**src/rtl/apb_pkg.sv**
```systemverilog
// Shared state encoding and default geometry for the APB master controller.
package apb_pkg;

    typedef enum logic [1:0] {
        IDLE   = 2'd0,
        SETUP  = 2'd1,
        ACCESS = 2'd2,
        DECERR = 2'd3
    } apb_state_t;

    localparam int DEF_NUM_SLAVES = 2;
    localparam int DEF_ADDR_W     = 8;
    localparam int DEF_DATA_W     = 8;
    localparam int DEF_SEL_W      = 1;
    localparam int DEF_TIMEOUT    = 16;

endpackage

```
**src/rtl/apb_wait_timer.sv**
```systemverilog
// ACCESS-phase wait counter: counts up while enabled and saturates at TIMEOUT.
// expired_o flags the cycle in which the count has reached TIMEOUT.
module apb_wait_timer
    import apb_pkg::*;
#(
    parameter int TIMEOUT = DEF_TIMEOUT
) (
    input  logic pclk,
    input  logic preset,
    input  logic clear_i,
    input  logic enable_i,
    output logic expired_o
);

    localparam int CNT_W = $clog2(TIMEOUT + 1);
    localparam logic [CNT_W-1:0] TERM_CNT = CNT_W'(TIMEOUT);

    logic [CNT_W-1:0] count_q;

    always_ff @(posedge pclk or posedge preset) begin
        if (preset) begin
            count_q <= '0;
        end else if (clear_i) begin
            count_q <= '0;
        end else if (enable_i && (count_q != TERM_CNT)) begin
            count_q <= count_q + 1'b1;
        end
    end

    assign expired_o = (count_q == TERM_CNT);

endmodule

```
**src/rtl/apb_master_ctrl.sv**
```systemverilog
// APB master sequencer: takes one request at a time, runs SETUP/ACCESS on the
// decoded slave and returns a single-cycle response (data, or error on timeout/bad index).
//
// state  | meaning
// IDLE   | waiting for a request, req_ready high
// SETUP  | psel asserted for the decoded slave, penable low
// ACCESS | penable high, waiting for the selected pready or timeout
// DECERR | index out of range, respond with error next cycle
module apb_master_ctrl
    import apb_pkg::*;
#(
    parameter int NUM_SLAVES = DEF_NUM_SLAVES,
    parameter int ADDR_W     = DEF_ADDR_W,
    parameter int DATA_W     = DEF_DATA_W,
    parameter int SEL_W      = DEF_SEL_W,
    parameter int TIMEOUT    = DEF_TIMEOUT
) (
    input  logic                         pclk,
    input  logic                         preset,
    input  logic                         req_valid,
    output logic                         req_ready,
    input  logic                         req_write,
    input  logic [SEL_W+ADDR_W-1:0]      req_addr,
    input  logic [DATA_W-1:0]            req_wdata,
    output logic                         rsp_valid,
    output logic                         rsp_err,
    output logic [DATA_W-1:0]            rsp_rdata,
    output logic [NUM_SLAVES-1:0]        psel,
    output logic                         penable,
    output logic                         pwrite,
    output logic [ADDR_W-1:0]            paddr,
    output logic [DATA_W-1:0]            pwdata,
    input  logic [NUM_SLAVES-1:0]        pready_in,
    input  logic [NUM_SLAVES*DATA_W-1:0] prdata_in
);

    localparam int REQ_W = SEL_W + ADDR_W;

    apb_state_t              state_q;
    logic [SEL_W-1:0]        idx_q;
    logic [NUM_SLAVES-1:0]   psel_q;
    logic                    penable_q;
    logic                    pwrite_q;
    logic [ADDR_W-1:0]       paddr_q;
    logic [DATA_W-1:0]       pwdata_q;
    logic                    rsp_valid_q;
    logic                    rsp_err_q;
    logic [DATA_W-1:0]       rsp_rdata_q;

    logic [SEL_W-1:0]        req_idx;
    logic                    req_idx_ok;
    logic [NUM_SLAVES-1:0]   req_onehot;
    logic                    sel_pready;
    logic [DATA_W-1:0]       sel_prdata;
    logic                    accept_good;
    logic                    tmr_enable;
    logic                    tmr_expired;

    assign req_idx    = req_addr[REQ_W-1:ADDR_W];
    assign req_idx_ok = (int'(req_idx) < NUM_SLAVES);

    // Request decode uses the incoming index; pready/prdata use the latched one.
    always_comb begin
        req_onehot = '0;
        sel_pready = 1'b0;
        sel_prdata = '0;
        for (int i = 0; i < NUM_SLAVES; i++) begin
            if (int'(req_idx) == i) begin
                req_onehot[i] = 1'b1;
            end
            if (int'(idx_q) == i) begin
                sel_pready = pready_in[i];
                sel_prdata = prdata_in[i*DATA_W +: DATA_W];
            end
        end
    end

    assign accept_good = (state_q == IDLE) && req_valid && req_idx_ok;
    assign tmr_enable  = (state_q == SETUP) || (state_q == ACCESS);

    apb_wait_timer #(
        .TIMEOUT (TIMEOUT)
    ) u_wait_timer (
        .pclk      (pclk),
        .preset    (preset),
        .clear_i   (accept_good),
        .enable_i  (tmr_enable),
        .expired_o (tmr_expired)
    );

    always_ff @(posedge pclk or posedge preset) begin
        if (preset) begin
            state_q     <= IDLE;
            idx_q       <= '0;
            psel_q      <= '0;
            penable_q   <= 1'b0;
            pwrite_q    <= 1'b0;
            paddr_q     <= '0;
            pwdata_q    <= '0;
            rsp_valid_q <= 1'b0;
            rsp_err_q   <= 1'b0;
            rsp_rdata_q <= '0;
        end else begin
            rsp_valid_q <= 1'b0;
            rsp_err_q   <= 1'b0;
            rsp_rdata_q <= '0;
            case (state_q)
                IDLE: begin
                    if (req_valid) begin
                        pwrite_q <= req_write;
                        paddr_q  <= req_addr[ADDR_W-1:0];
                        pwdata_q <= req_wdata;
                        idx_q    <= req_idx;
                        if (req_idx_ok) begin
                            psel_q  <= req_onehot;
                            state_q <= SETUP;
                        end else begin
                            state_q <= DECERR;
                        end
                    end
                end
                SETUP: begin
                    penable_q <= 1'b1;
                    state_q   <= ACCESS;
                end
                ACCESS: begin
                    // A ready slave wins over a timeout landing in the same cycle.
                    if (sel_pready) begin
                        psel_q      <= '0;
                        penable_q   <= 1'b0;
                        rsp_valid_q <= 1'b1;
                        rsp_rdata_q <= pwrite_q ? '0 : sel_prdata;
                        state_q     <= IDLE;
                    end else if (tmr_expired) begin
                        psel_q      <= '0;
                        penable_q   <= 1'b0;
                        rsp_valid_q <= 1'b1;
                        rsp_err_q   <= 1'b1;
                        state_q     <= IDLE;
                    end
                end
                DECERR: begin
                    rsp_valid_q <= 1'b1;
                    rsp_err_q   <= 1'b1;
                    state_q     <= IDLE;
                end
                default: begin
                    state_q <= IDLE;
                end
            endcase
        end
    end

    assign req_ready = (state_q == IDLE);
    assign rsp_valid = rsp_valid_q;
    assign rsp_err   = rsp_err_q;
    assign rsp_rdata = rsp_rdata_q;
    assign psel      = psel_q;
    assign penable   = penable_q;
    assign pwrite    = pwrite_q;
    assign paddr     = paddr_q;
    assign pwdata    = pwdata_q;

endmodule
```
**config.mk**
```make
export PLATFORM = sky130hd
export DESIGN_NAME = apb_master_ctrl
export DESIGN_NICKNAME = d
export VERILOG_FILES = /design/src/rtl/apb_pkg.sv /design/src/rtl/apb_wait_timer.sv /design/src/rtl/apb_master_ctrl.sv
export SDC_FILE = /design/constraint.sdc
export NUM_CORES = 1
export LEC_CHECK = 0
export BUFFER_PORTS_ARGS = -buffer_cell sky130_fd_sc_hd__buf_2
export CAP_MARGIN = 30
export CORE_ASPECT_RATIO = 0.9
export CORE_UTILIZATION = 32
export CTS_BUF_LIST = sky130_fd_sc_hd__clkbuf_4 sky130_fd_sc_hd__clkbuf_8
export CTS_CLUSTER_SIZE = 25
export DETAILED_ROUTE_END_ITERATION = 7
export PLACE_DENSITY = 0.64
export SKIP_CTS_REPAIR_TIMING = 1
export SLEW_MARGIN = 25
export SYNTH_ARGS = -nofsm -noshare
export SYNTH_HDL_FRONTEND = slang
export SYNTH_SLANG_ARGS = --single-unit
```
**constraint.sdc**
```tcl
create_clock -name pclk -period 2 [get_ports pclk]
set_clock_uncertainty 0.05 [all_clocks]
set_input_delay 0.1 -clock pclk [delete_from_list [all_inputs] [get_ports pclk]]
set_output_delay 0.1 -clock pclk [all_outputs]
set_load 0.1 [all_outputs]
```
=== Yosys cells after proc, flatten, opt, wreduce, memory -nomap -nowiden ===
Index checks and enable logic that the tools add are counted.

* Bits in registers: 38
* Bits of input ports: 39
* Output and inout bits: 31
* Logic and storage cells: 53

* $add $sub $neg: 1
* Equality and inequality tests: 7
* Multiplexer cells: 23
* Reduce and logical (&&, ||, !) cells: 11

{| class="wikitable"
|+ Operators with widths
! operator !! count
|-
| 8-bit 2-to-1 mux || 4
|-
| 5-bit 2-to-1 mux || 2
|-
| 1-bit 2-to-1 mux || 8
|-
| 2-bit 2-to-1 mux || 4
|-
| 2-bit one-hot mux with 4 select lines || 1
|-
| 1-bit one-hot mux with 2 select lines || 3
|-
| 2-bit AND reduction || 3
|-
| 2-bit nonzero test || 3
|-
| 5-bit by 1-bit adder with 5-bit output, second input constant || 1
|-
| 5-bit == test, second input constant || 1
|-
| 5-bit inequality test, second input constant || 1
|-
| 2-bit == test, second input constant || 2
|-
| 2-bit one-hot mux with 2 select lines || 1
|-
| 3-bit inequality test, second input constant || 1
|-
| 3-bit AND reduction || 1
|-
| 2-bit by 1-bit == test with 1-bit output, second input constant || 1
|-
| 1-bit logical AND || 2
|-
| 2-bit logical NOT || 1
|-
| 2-bit inequality test, second input constant || 1
|-
| 1-bit logical OR || 1
|}

=== Longest topological paths before layout ===
Gate-level depths: netlist (run 1).

* Depth in word-level cells: 5
* Mapped depth: 6
* Depth with buffers taken out: 5

=== Hierarchy ===
Synthesis (run 1) repeated with hierarchy kept, for this count alone.

* Cell total of the unflattened synthesis: 130
* Area, all modules: 1681.6 µm²

{| class="wikitable"
|+ By module, submodules not included
! module !! instances !! cells an instance !! area each (µm²) !! sequential area each (µm²)
|-
| apb_master_ctrl || 1 || 102 || 1397.6 || 825.8
|-
| apb_wait_timer || 1 || 28 || 284.0 || 125.1
|}

=== Worst setup path after synthesis (run 1) ===
No wires, ideal clock.

* Path kind: flip-flop to flip-flop
* From: register state_q[0]
* To: register paddr_q[0], in the netlist paddr[0]
* Setup time: 0.125 ns
* Data arrival time: 2.321 ns
* Data required time: 1.825 ns
* Setup slack: -0.496 ns
* Stages on the path, launching flop included: 7
* Path buffers: 2
* Clock period less this slack: 2.496 ns
* Cells stage by stage: dfrtp_1 > inv_1 > ha_1 > and2_1 > clkbuf_1 > buf_2 > mux2_2

* Longest elaborated chain between the ends: 2

{| class="wikitable"
|+ Ends and longest elaborated chain
! element !! line !! source
|-
| from (decl) || apb_master_ctrl.sv:39 || <nowiki>apb_state_t state_q;</nowiki>
|-
| from (signal assigned) || apb_master_ctrl.sv:93 || <nowiki>state_q <= IDLE;</nowiki>
|-
| from (signal assigned) || apb_master_ctrl.sv:116 || <nowiki>state_q <= SETUP;</nowiki>
|-
| from (signal assigned) || apb_master_ctrl.sv:118 || <nowiki>state_q <= DECERR;</nowiki>
|-
| 2-bit logical NOT || n/a ||
|-
| via req_ready || apb_master_ctrl.sv:21 || <nowiki>output logic req_ready,</nowiki>
|-
| 2-bit AND reduction (no source line) || n/a ||
|-
| to (signal assigned) || apb_master_ctrl.sv:111 || <nowiki>paddr_q <= req_addr[ADDR_W-1:0];</nowiki>
|-
| to (decl) || apb_master_ctrl.sv:44 || <nowiki>logic [ADDR_W-1:0] paddr_q;</nowiki>
|}

The timed path passes the listed nets, and every way through them passes these cells.
A chain may end at the register's enable or synchronous reset.

=== Worst setup path in the final report (run 1) ===
* From: register u_wait_timer.count_q[0]
* To: register u_wait_timer.count_q[1]

* Longest elaborated chain between the ends: 3
* Elaborated cells between the ends (all ways): 6
* Those cells by class: 1 x add/sub; 1 x eq/ne; 2 x mux; 2 x reduce/logical

{| class="wikitable"
|+ Ends and longest elaborated chain
! element !! line !! source
|-
| from (decl) || apb_wait_timer.sv:18 || <nowiki>logic [CNT_W-1:0] count_q;</nowiki>
|-
| from (signal assigned) || apb_wait_timer.sv:26 || <nowiki>count_q <= count_q + 1'b1;</nowiki>
|-
| 5-bit by 1-bit adder with 5-bit output or 5-bit inequality test (tied branches) || apb_wait_timer.sv:26, apb_wait_timer.sv:25 ||
|-
| 5-bit 2-to-1 mux or 1-bit logical AND (tied branches) || apb_wait_timer.sv:25 || <nowiki>end else if (enable_i && (count_q != TERM_CNT)) begin</nowiki>
|-
| 5-bit 2-to-1 mux or 2-bit nonzero test (tied branches) || n/a ||
|}

Parallel ways exist; a longest one is shown, timed or not. The select of a mux whose other input is x is not followed.

==> results of run 1 <==
-- metal layers --
| layer | GRT usage [%] | share of wire [%] |
|---|---|---|
| met4 | 6.173 | 1.1 |
| met2 | 19.88 | 45 |
| met3 | 4.387 | 6.9 |
| met1 | 16.90 | 47 |
| met5 | 0 | 0 |
-- tightest hold or removal path, stage by stage --
cell and delay (ns):
buf_2 0.08, mux2i_1 0.05, nor2_1 0.08
-- state kept, by name, indices dropped and copies added (netlist names), 2 cells and up --
register	cells
paddr	8
psel	2
pwdata	8
rsp_rdata	8
state_q	2
u_wait_timer.count_q	5
-- cell usage in the layout, fill, tap and decap left out, types with 5 or more instances in the layout --
master and n:
buf_2 69, dfrtp_1 38, mux2_2 20, dlygate4sd3_1 17, nor2_1 12, inv_1 9, mux2i_1 8, o21ai_0 7
ha_1 6, clkbuf_8 5
-- final timing paths --
check | endpoint | slack (ns) | depth (start not counted)
min in group asynchronous | pwdata[1] | 0.40 | 4
setup reg to reg | u_wait_timer.count_q[1] | 0.27 | 5
hold reg to reg | pwdata[4] | 0.45 | 1
hold / removal | rsp_rdata[3] | -0.003 | 3
max in group asynchronous | rsp_rdata[6] | 1.17 | 4
setup / recovery | u_wait_timer.count_q[1] | 0.27 | 5
-- metrics by stage --
step           instances  area (um^2)  hold slack, ns  util, %  setup WS (ns)
3_5_place_dp         266         2127          0.2014    42.93         0.2813
5_1_grt              291         2411       -0.005811    48.66        0.07944
2_1_floorplan        134         1692          0.2016        -        0.02456
3_3_place_gp         266         2127          0.1919    42.93         0.3289
4_1_cts              274         2241         -0.1244    45.23         0.2585
6_report             291         2411       -0.003154    48.66         0.2673
-- cell type report --
cell class,count,area share (%)
Sequential cell,38,39.44
Tap cell,65,3.373
Clock inverter,3,1.868
Clock buffer,5,2.854
Timing Repair Buffer,90,23.14
Inverter,9,1.401
Multi-Input combinational cell,81,27.92
-- cells by family after synthesis --
group,Yosys count
AOI/OAI and AO/OA,14
xor gates and xnor gates,2
adders and majority gates,7
buffers and inverters,15
DFF,38
muxes,29
and+or+nand+nor,29
==> flow_metrics.py, run 1 <==
metrics = {
    "die": {
        "rows": 24,
        "die_width_um": 78.36,
        "core_area_mm2": 0.004955,
        "num_io_pins": 70,
        "start_util_pct": 33.89,
        "die-area_mm2": 0.005541,
        "die_h_um": 70.72,
    },
    "timing": {
        "period_share_pct": 86.63,
        "setup_viol": 0,
        "finalSetupTns_ns": 0,
        "rsz0062_at_grt": "no",
        "clock.fmax_ghz": 0.5771,
        "fin_hold_ws_ns": -0.003154,
        "slew_violations": 0,
        "timing.slew.headroom_pct": 56.06,
        "hold_viol_final": 2,
        "tightest_slew_ns": 0.6503,
        "fin_crit_ns": 1.733,
    },
    "clock_tree": {
        "cts_buffer_depth": 2,
        "cts_tree": "built",
        "cts_sinks": 38,
        "cts_made_buffers": 5,
        "root_buffer": "clkbuf_8",
        "clk_latency_ns": 0.29,
        "clk_pin_slew_ns": 0.08,
        "htreeDepth": 2,
    },
    "synthesis": {
        "synth_top_area_share_pct": 56.63,
        "synth_ff_type": "dfrtp_1",
        "synthAdderAreaFrac_pct": 5.216,
        "muxShareOfSynthArea_pct": 19.00,
        "netlist_top_cells_area": "dfrtp_1 (57%), mux2_2 (13%), ha_1 (5.2%)",
        "synth_area_leader_cell": "dfrtp_1",
        "synth_nets": 180,
        "synth_cells": 134,
        "synth_compound_area_share_pct": 4.844,
        "synth_xor_area_share_pct": 1.043,
        "syn-cell-area_mm2": 0.001679,
        "async_flop_share_pct": 100.0,
        "ys_types": 28,
        "synth_common_cells": "dfrtp_1 (38), mux2_2 (20), nor2_1 (12)",
        "synth_top_family_by_area": "multiplexers",
        "yosysWarningCount": 0,
        "ys_seq_area_share_pct": 56.63,
        "synth_simple_gate_area_share_pct": 9.240,
        "syn_avg_cell_area_um2": 12.53,
        "synth_most_common_cell": "dfrtp_1",
        "synth_edf_count": 0,
        "yosys_register_bits": 38,
    },
    "route": {
        "vias": 1302,
        "ant_nets": 0,
        "drt_iter0_drc": 35,
        "viasPerCell": 4.474,
        "finalWirelength_mm": 3.497,
        "drcViolationCount": 0,
        "drt_first_pass_iters": 3,
        "wire_per_inst_um": 12.02,
    },
    "grt": {
        "grt_overflow": 0,
        "antenna_found_initial": 0,
        "grt_pass1_wl_mm": 5.506,
        "grt_max_degree": 39,
        "track_usage_pct": 13.10,
        "grt_pass1_vias": 1203,
    },
    "finish": {
        "regArea_um2": 950.9,
        "fillers": 458,
        "multi_input_area_um2": 673.1,
        "syn2layout_area_growth_pct": 43.59,
        "diodes": 0,
        "layout.nets": 271,
        "drive_above_1_share_pct": 46.02,
    },
    "critical_path": {
        "setup.worst_path.start": "u_wait_timer.count_q[0]",
        "endpoint_kind": "register",
        "worstPathArrival_ns": 1.90,
        "crit_buf_inv": 1,
        "crit_slowest_cell": "nor4bb_1",
        "path_cells": "inv_1, ha_1, nor4bb_1, o21ai_0, a21oi_1",
        "r2r-start": "u_wait_timer.count_q[0]",
        "worstPathRequired_ns": 2.17,
        "cp_max_fo": 4,
        "slowest_delay_ns": 0.60,
        "start_kind": "register",
        "path_class": "reg -> reg",
        "crit_family": "simple AND/OR/NAND/NOR gates",
    },
    "place": {
        "hpwl_mm": 2.392,
        "gp_congestion": 0.7472,
        "port_buffers": 69,
    },
    "run_status": {
        "status": "complete, but fails checks",
        "violations": "hold timing",
    },
    "job": {
        "cap_violations": 0,
    },
    "min_path": {
        "hold_class": "in -> reg",
        "min-delay-start": "prdata_in[3]",
    },
}
Power of run 1 is left out: the tool's default activity adds up to more than one toggle a clock period on the data nets, which glitch-free logic cannot reach.
==> run 2, diff against run 1 <==
--- a/config.mk
+++ b/config.mk
@@ -5,6 +5,7 @@
 export SDC_FILE = /design/constraint.sdc
 export NUM_CORES = 1
 export LEC_CHECK = 0
+export ABC_AREA = 1
 export BUFFER_PORTS_ARGS = -buffer_cell sky130_fd_sc_hd__buf_2
 export CAP_MARGIN = 30
 export CORE_ASPECT_RATIO = 0.9
==> run 2 against run 1 <==
  * The flow now finishes without violations
  * Critical endpoint is now req_ready
  * Non-clock buffer count is the same
  * Highest routed layer unchanged
  * Sequential cell count is the same
  * Critical path depth shrank 2
  * Design area grew 2.3%
  * Worst hold slack gained 0.0091 ns
==> flow_metrics.py, run 2 <==
metrics = {
    "run_status": {
        "status": "finished clean",
    },
    "grt": {
        "grt_pass1_wl_mm": 6.037,
        "track_usage_pct": 13.65,
        "grt_max_degree": 39,
        "antenna_found_initial": 0,
        "grt_overflow": 0,
        "grt_pass1_vias": 1393,
    },
    "timing": {
        "slew_violations": 0,
        "hold_viol_final": 0,
        "clock.fmax_ghz": 0.6003,
        "period_share_pct": 83.29,
        "timing.slew.headroom_pct": 67.13,
        "finalSetupTns_ns": 0,
        "setup_viol": 0,
        "tightest_slew_ns": 0.4965,
        "fin_crit_ns": 1.666,
        "rsz0062_at_grt": "no",
    },
    "critical_path": {
        "worstPathArrival_ns": 1.52,
        "path_class": "reg -> out",
        "r2r_cells": 7,
        "cp-endpoint": "req_ready",
        "endpoint_kind": "primary output",
        "setup.worst_path.start": "state_q[0]",
        "worstPathRequired_ns": 1.85,
        "cp_max_fo": 5,
        "timing.rr.end": "u_wait_timer.count_q[3]",
        "reg2reg_slack_ns": 0.40,
        "r2r-start": "state_q[0]",
        "start_kind": "register",
    },
    "finish": {
        "diodes": 0,
        "drive_above_1_share_pct": 37.63,
        "syn2layout_area_growth_pct": 39.39,
        "final_area_mm2": 0.002466,
        "final_common_cell": "nand2_1",
        "mostFrequentLayoutCells": "nand2_1 (81), buf_2 (69), dfrtp_1 (38), dlygate4sd3_1 (18), inv_1 (13)",
        "layout.nets": 332,
        "fillers": 505,
        "final_cells": 354,
    },
    "synthesis": {
        "synth_cells": 193,
        "synth_common_cells": "nand2_1 (81), dfrtp_1 (38), inv_1 (13)",
        "ys_seq_area_share_pct": 53.75,
        "synth_nets": 239,
        "synth_ff_type": "dfrtp_1",
        "netlist_top_cells_area": "dfrtp_1 (54%), nand2_1 (17%), ha_1 (5.0%)",
        "synth_most_common_cell": "nand2_1",
        "syn_avg_cell_area_um2": 9.167,
        "synth_edf_count": 0,
        "yosysWarningCount": 0,
        "synth_top_area_share_pct": 53.75,
        "synth_area_leader_cell": "dfrtp_1",
        "syn-cell-area_mm2": 0.001769,
        "ys_types": 23,
        "yosys_register_bits": 38,
        "async_flop_share_pct": 100.0,
    },
    "place": {
        "dpl.cell_count": 328,
        "hpwl_mm": 2.787,
        "gp_congestion": 0.8802,
        "port_buffers": 69,
        "placed_area_mm2": 0.002191,
    },
    "clock_tree": {
        "cts_tree": "built",
        "cts_sinks": 38,
        "cts_buffer_depth": 2,
        "clk_latency_ns": 0.29,
        "clk_pin_slew_ns": 0.07,
        "root_buffer": "clkbuf_8",
        "htreeDepth": 2,
        "cts_made_buffers": 5,
    },
    "route": {
        "met2_length_mm": 1.877,
        "drcViolationCount": 0,
        "route.met3.wl_um": 194,
        "vias": 1521,
        "drt_iter0_drc": 41,
        "wire_per_inst_um": 11.03,
        "top_layer": "met4",
        "viasPerCell": 4.297,
        "drt_first_pass_iters": 4,
        "finalWirelength_mm": 3.905,
        "ant_nets": 0,
        "drt-met1-wl_mm": 1.780,
    },
    "die": {
        "start_util_pct": 33.47,
        "die_h_um": 72.54,
        "num_io_pins": 70,
        "die-area_mm2": 0.005830,
        "die_width_um": 80.38,
        "core_area_mm2": 0.005286,
        "rows": 25,
    },
    "job": {
        "cap_violations": 0,
    },
    "min_path": {
        "hold_depth": 3,
        "hold_class": "in -> reg",
    },
}
-- run 2: changes by cell type after synthesis, moves of 5 or more --
cell,previous run,this run
nand2_2,0,5
a21oi_2,0,9
nor2_1,12,2
mux2i_1,8,0
mux2_2,20,0
nand2_1,3,81
-- run 2: how the worst min path moves through the flow --
stage,start,endpoint,slack (ns)
floorplan,req_addr[0],paddr[0],0.16
global placement,preset,rsp_rdata[5],0.19
detailed placement,preset,pwdata[2],0.20
CTS,preset,pwdata[2],-0.11
global route,prdata_in[9],rsp_rdata[1],0.004
finish,prdata_in[6],rsp_rdata[6],0.006
-- run 2: area by class of cell --
cell class                      instances  area (um^2)  area share, %
Sequential cell                        38        950.9          38.56
Multi-Input combinational cell        133        715.7          29.02
Timing Repair Buffer                   90        548.0          22.22
Clock buffer                            7        90.09          3.653
Tap cell                               67        83.83          3.399
Inverter                               18        72.57          2.943
Clock inverter                          1        5.005         0.2029
-- run 2: per-stage QoR --
stage / utilization, % / setup WS, ns / hold slack (ns)
after global placement: 41.44 / 0.4502 / 0.1920
after detailed placement: 41.44 / 0.3909 / 0.2011
after CTS: 43.24 / 0.3208 / -0.1141
after global routing: 46.65 / 0.2669 / 0.004456
final: 46.65 / 0.3342 / 0.005918
after floorplan: - / 0.2029 / 0.1596
-- run 2: logic make-up after synthesis --
logic type      Yosys count  share of synthesized area (%)
fa+ha+maj                 7                          4.950
flops                    38                          53.75
simple gates            106                          27.23
compound gates           18                          7.143
buf+inv                  22                          5.941
xor+xnor                  2                         0.9903
-- run 2: routing by layer --
layer	track usage (%)	vias up
li1	-	782
met1	17.00	699
met2	22.41	35
met3	3.019	5
met4	6.548	0
met5	0	-
-- run 2: worst max-delay path, stage by stage, from the launching register on --
cell	delay (ns)
dfrtp_1	0.41
inv_1	0.13
ha_2	0.24
buf_2	0.45
Power of run 2 is left out for the same reason.
==> run 3, diff against run 2 <==
--- a/config.mk
+++ b/config.mk
@@ -5,7 +5,7 @@
 export SDC_FILE = /design/constraint.sdc
 export NUM_CORES = 1
 export LEC_CHECK = 0
-export ABC_AREA = 1
+export ABC_AREA = 0
 export BUFFER_PORTS_ARGS = -buffer_cell sky130_fd_sc_hd__buf_2
 export CAP_MARGIN = 30
 export CORE_ASPECT_RATIO = 0.9
@@ -13,7 +13,7 @@
 export CTS_BUF_LIST = sky130_fd_sc_hd__clkbuf_4 sky130_fd_sc_hd__clkbuf_8
 export CTS_CLUSTER_SIZE = 25
 export DETAILED_ROUTE_END_ITERATION = 7
-export PLACE_DENSITY = 0.64
+export PLACE_DENSITY = 0.66
 export SKIP_CTS_REPAIR_TIMING = 1
 export SLEW_MARGIN = 25
 export SYNTH_ARGS = -nofsm -noshare
==> constraint.sdc (replaced) <==
create_clock -name pclk -period 1.5 [get_ports pclk]
set_clock_uncertainty 0.05 [all_clocks]
set_input_delay 0.075 -clock pclk [delete_from_list [all_inputs] [get_ports pclk]]
set_output_delay 0.075 -clock pclk [all_outputs]
set_load 0.1 [all_outputs]
==> run 3 against run 2 <==
  * The run now ends with hold timing left
  * Die area fell by 5.0%
  * Non-clock buffer count rose by 22
  * Highest routed layer unchanged
  * Design area rose by 8.4%
  * Count of clock-buffer cells in the layout did not move
==> flow_metrics.py, run 3 (synthesized netlist as in run 1, its figures left out) <==
metrics = {
    "min_path": {
        "hold_depth": 3,
        "hold_end": "rsp_rdata[2]",
        "min-delay-start": "prdata_in[2]",
        "hold_class": "in -> reg",
    },
    "run_status": {
        "violations": "hold timing",
        "status": "complete, but fails checks",
    },
    "route": {
        "ant_nets": 0,
        "drt_first_pass_iters": 4,
        "viasPerCell": 4.396,
        "wire_per_inst_um": 12.71,
        "vias": 1376,
        "finalWirelength_mm": 3.977,
        "drcViolationCount": 0,
        "drt_iter0_drc": 22,
    },
    "critical_path": {
        "worstPathArrival_ns": 1.61,
        "path_cells": "inv_2, ha_4, nand4bb_4, a32oi_2, mux2_4",
        "slowest_delay_ns": 0.40,
        "crit_buf_inv": 1,
        "endpoint_kind": "register",
        "crit_family": "flip-flops",
        "start_kind": "register",
        "crit_slowest_cell": "dfrtp_1",
        "r2r_cells": 5,
        "worstPathRequired_ns": 1.61,
        "timing.rr.end": "state_q[0]",
        "reg2reg_slack_ns": 0.0006,
        "cp_max_fo": 2,
        "path_class": "reg -> reg",
        "r2r-start": "u_wait_timer.count_q[1]",
    },
    "clock_tree": {
        "cts_buffer_depth": 2,
        "cts_tree": "built",
        "clk_pin_slew_ns": 0.07,
        "cts_made_buffers": 5,
        "clk_latency_ns": 0.28,
        "root_buffer": "clkbuf_8",
        "cts_sinks": 38,
        "htreeDepth": 2,
    },
    "finish": {
        "final_common_cell": "buf_2",
        "fillers": 439,
        "syn2layout_area_growth_pct": 59.24,
        "mostFrequentLayoutCells": "buf_2 (68), dfrtp_1 (37), dlygate4sd3_1 (24), mux2_2 (18), buf_4 (15)",
        "drive_above_1_share_pct": 52.82,
        "diodes": 0,
        "layout.nets": 293,
    },
    "timing": {
        "setup_viol": 0,
        "rsz0062_at_grt": "yes",
        "finalSetupTns_ns": 0,
        "period_share_pct": 99.96,
        "fin_hold_ws_ns": -0.01860,
        "clock.fmax_ghz": 0.6669,
        "timing.slew.headroom_pct": 67.52,
        "slew_violations": 0,
        "fin_crit_ns": 1.499,
        "tightest_slew_ns": 0.4906,
        "hold_viol_final": 3,
    },
    "grt": {
        "grt_max_degree": 24,
        "track_usage_pct": 12.89,
        "grt_overflow": 0,
        "grt_pass1_vias": 1272,
        "antenna_found_initial": 0,
        "grt_pass1_wl_mm": 5.430,
    },
    "die": {
        "die_h_um": 70.72,
        "die_width_um": 78.36,
        "num_io_pins": 70,
        "rows": 24,
        "start_util_pct": 33.89,
        "die-area_mm2": 0.005541,
        "core_area_mm2": 0.004955,
    },
    "place": {
        "hpwl_mm": 2.584,
        "port_buffers": 69,
        "gp_congestion": 0.7352,
    },
    "job": {
        "cap_violations": 0,
    },
}
-- run 3: cell types whose count changed in the layout (fill, tap and decap cells not counted), moves of 4 or more --
cell           change
inv_1              -8
mux2i_1            +8
dlygate4sd3_1      +6
nand2_2            -5
nand2_1           -78
o21ai_0            +4
buf_4             +12
nor2_1            +10
mux2_2            +18
a21oi_2            -8
-- run 3: final cells by class --
type,count,area (um^2),share of cell area [%]
flip-flops and latches,38,952.2,35.61
repair buffers,112,780.7,29.20
multi-input cells,81,730.7,27.33
clock buffers,7,90.09,3.369
well taps,65,81.33,3.042
inverters,9,33.78,1.263
clock inverters,1,5.005,0.1872
-- run 3: layer usage --
metal / vias up / part of all wire [%] / track usage (%)
met1: 636 / 45 / 15.19
li1: 684 / - / -
met3: 2 / 4.8 / 3.742
met5: - / 0 / 0
met2: 54 / 49 / 21.93
met4: 0 / 1.1 / 5.556
-- run 3: worst max path at each step --
stage / startpoint / endpoint / cells after the start
after floorplan: state_q[1] / paddr[0] / 6
after global placement: u_wait_timer.count_q[0] / state_q[0] / 5
after detailed placement: u_wait_timer.count_q[0] / state_q[1] / 5
after CTS: u_wait_timer.count_q[0] / state_q[0] / 5
after global routing: u_wait_timer.count_q[0] / state_q[0] / 5
final: u_wait_timer.count_q[1] / state_q[0] / 5
-- run 3: stage by stage --
| stage | util [%] | setup slack (ns) | instance area (um^2) | hold WS, ns | cells |
|---|---|---|---|---|---|
| 2_1_floorplan | - | -0.2790 | 1735 | 0.1765 | 134 |
| 3_3_place_gp | 45.20 | -0.01604 | 2240 | 0.06275 | 278 |
| 3_5_place_dp | 45.20 | -0.06296 | 2240 | 0.06374 | 278 |
| 6_report | 53.96 | 0.0005512 | 2674 | -0.01860 | 313 |
| 5_1_grt | 53.96 | -0.04356 | 2674 | 0.01348 | 313 |
| 4_1_cts | 47.12 | -0.08201 | 2335 | -0.2497 | 286 |
-- run 3: tightest hold or removal path: stages --
cell and delay (ns):
buf_2 0.07, mux2i_1 0.05, nor2_1 0.07
Power of run 3 is left out for the same reason.
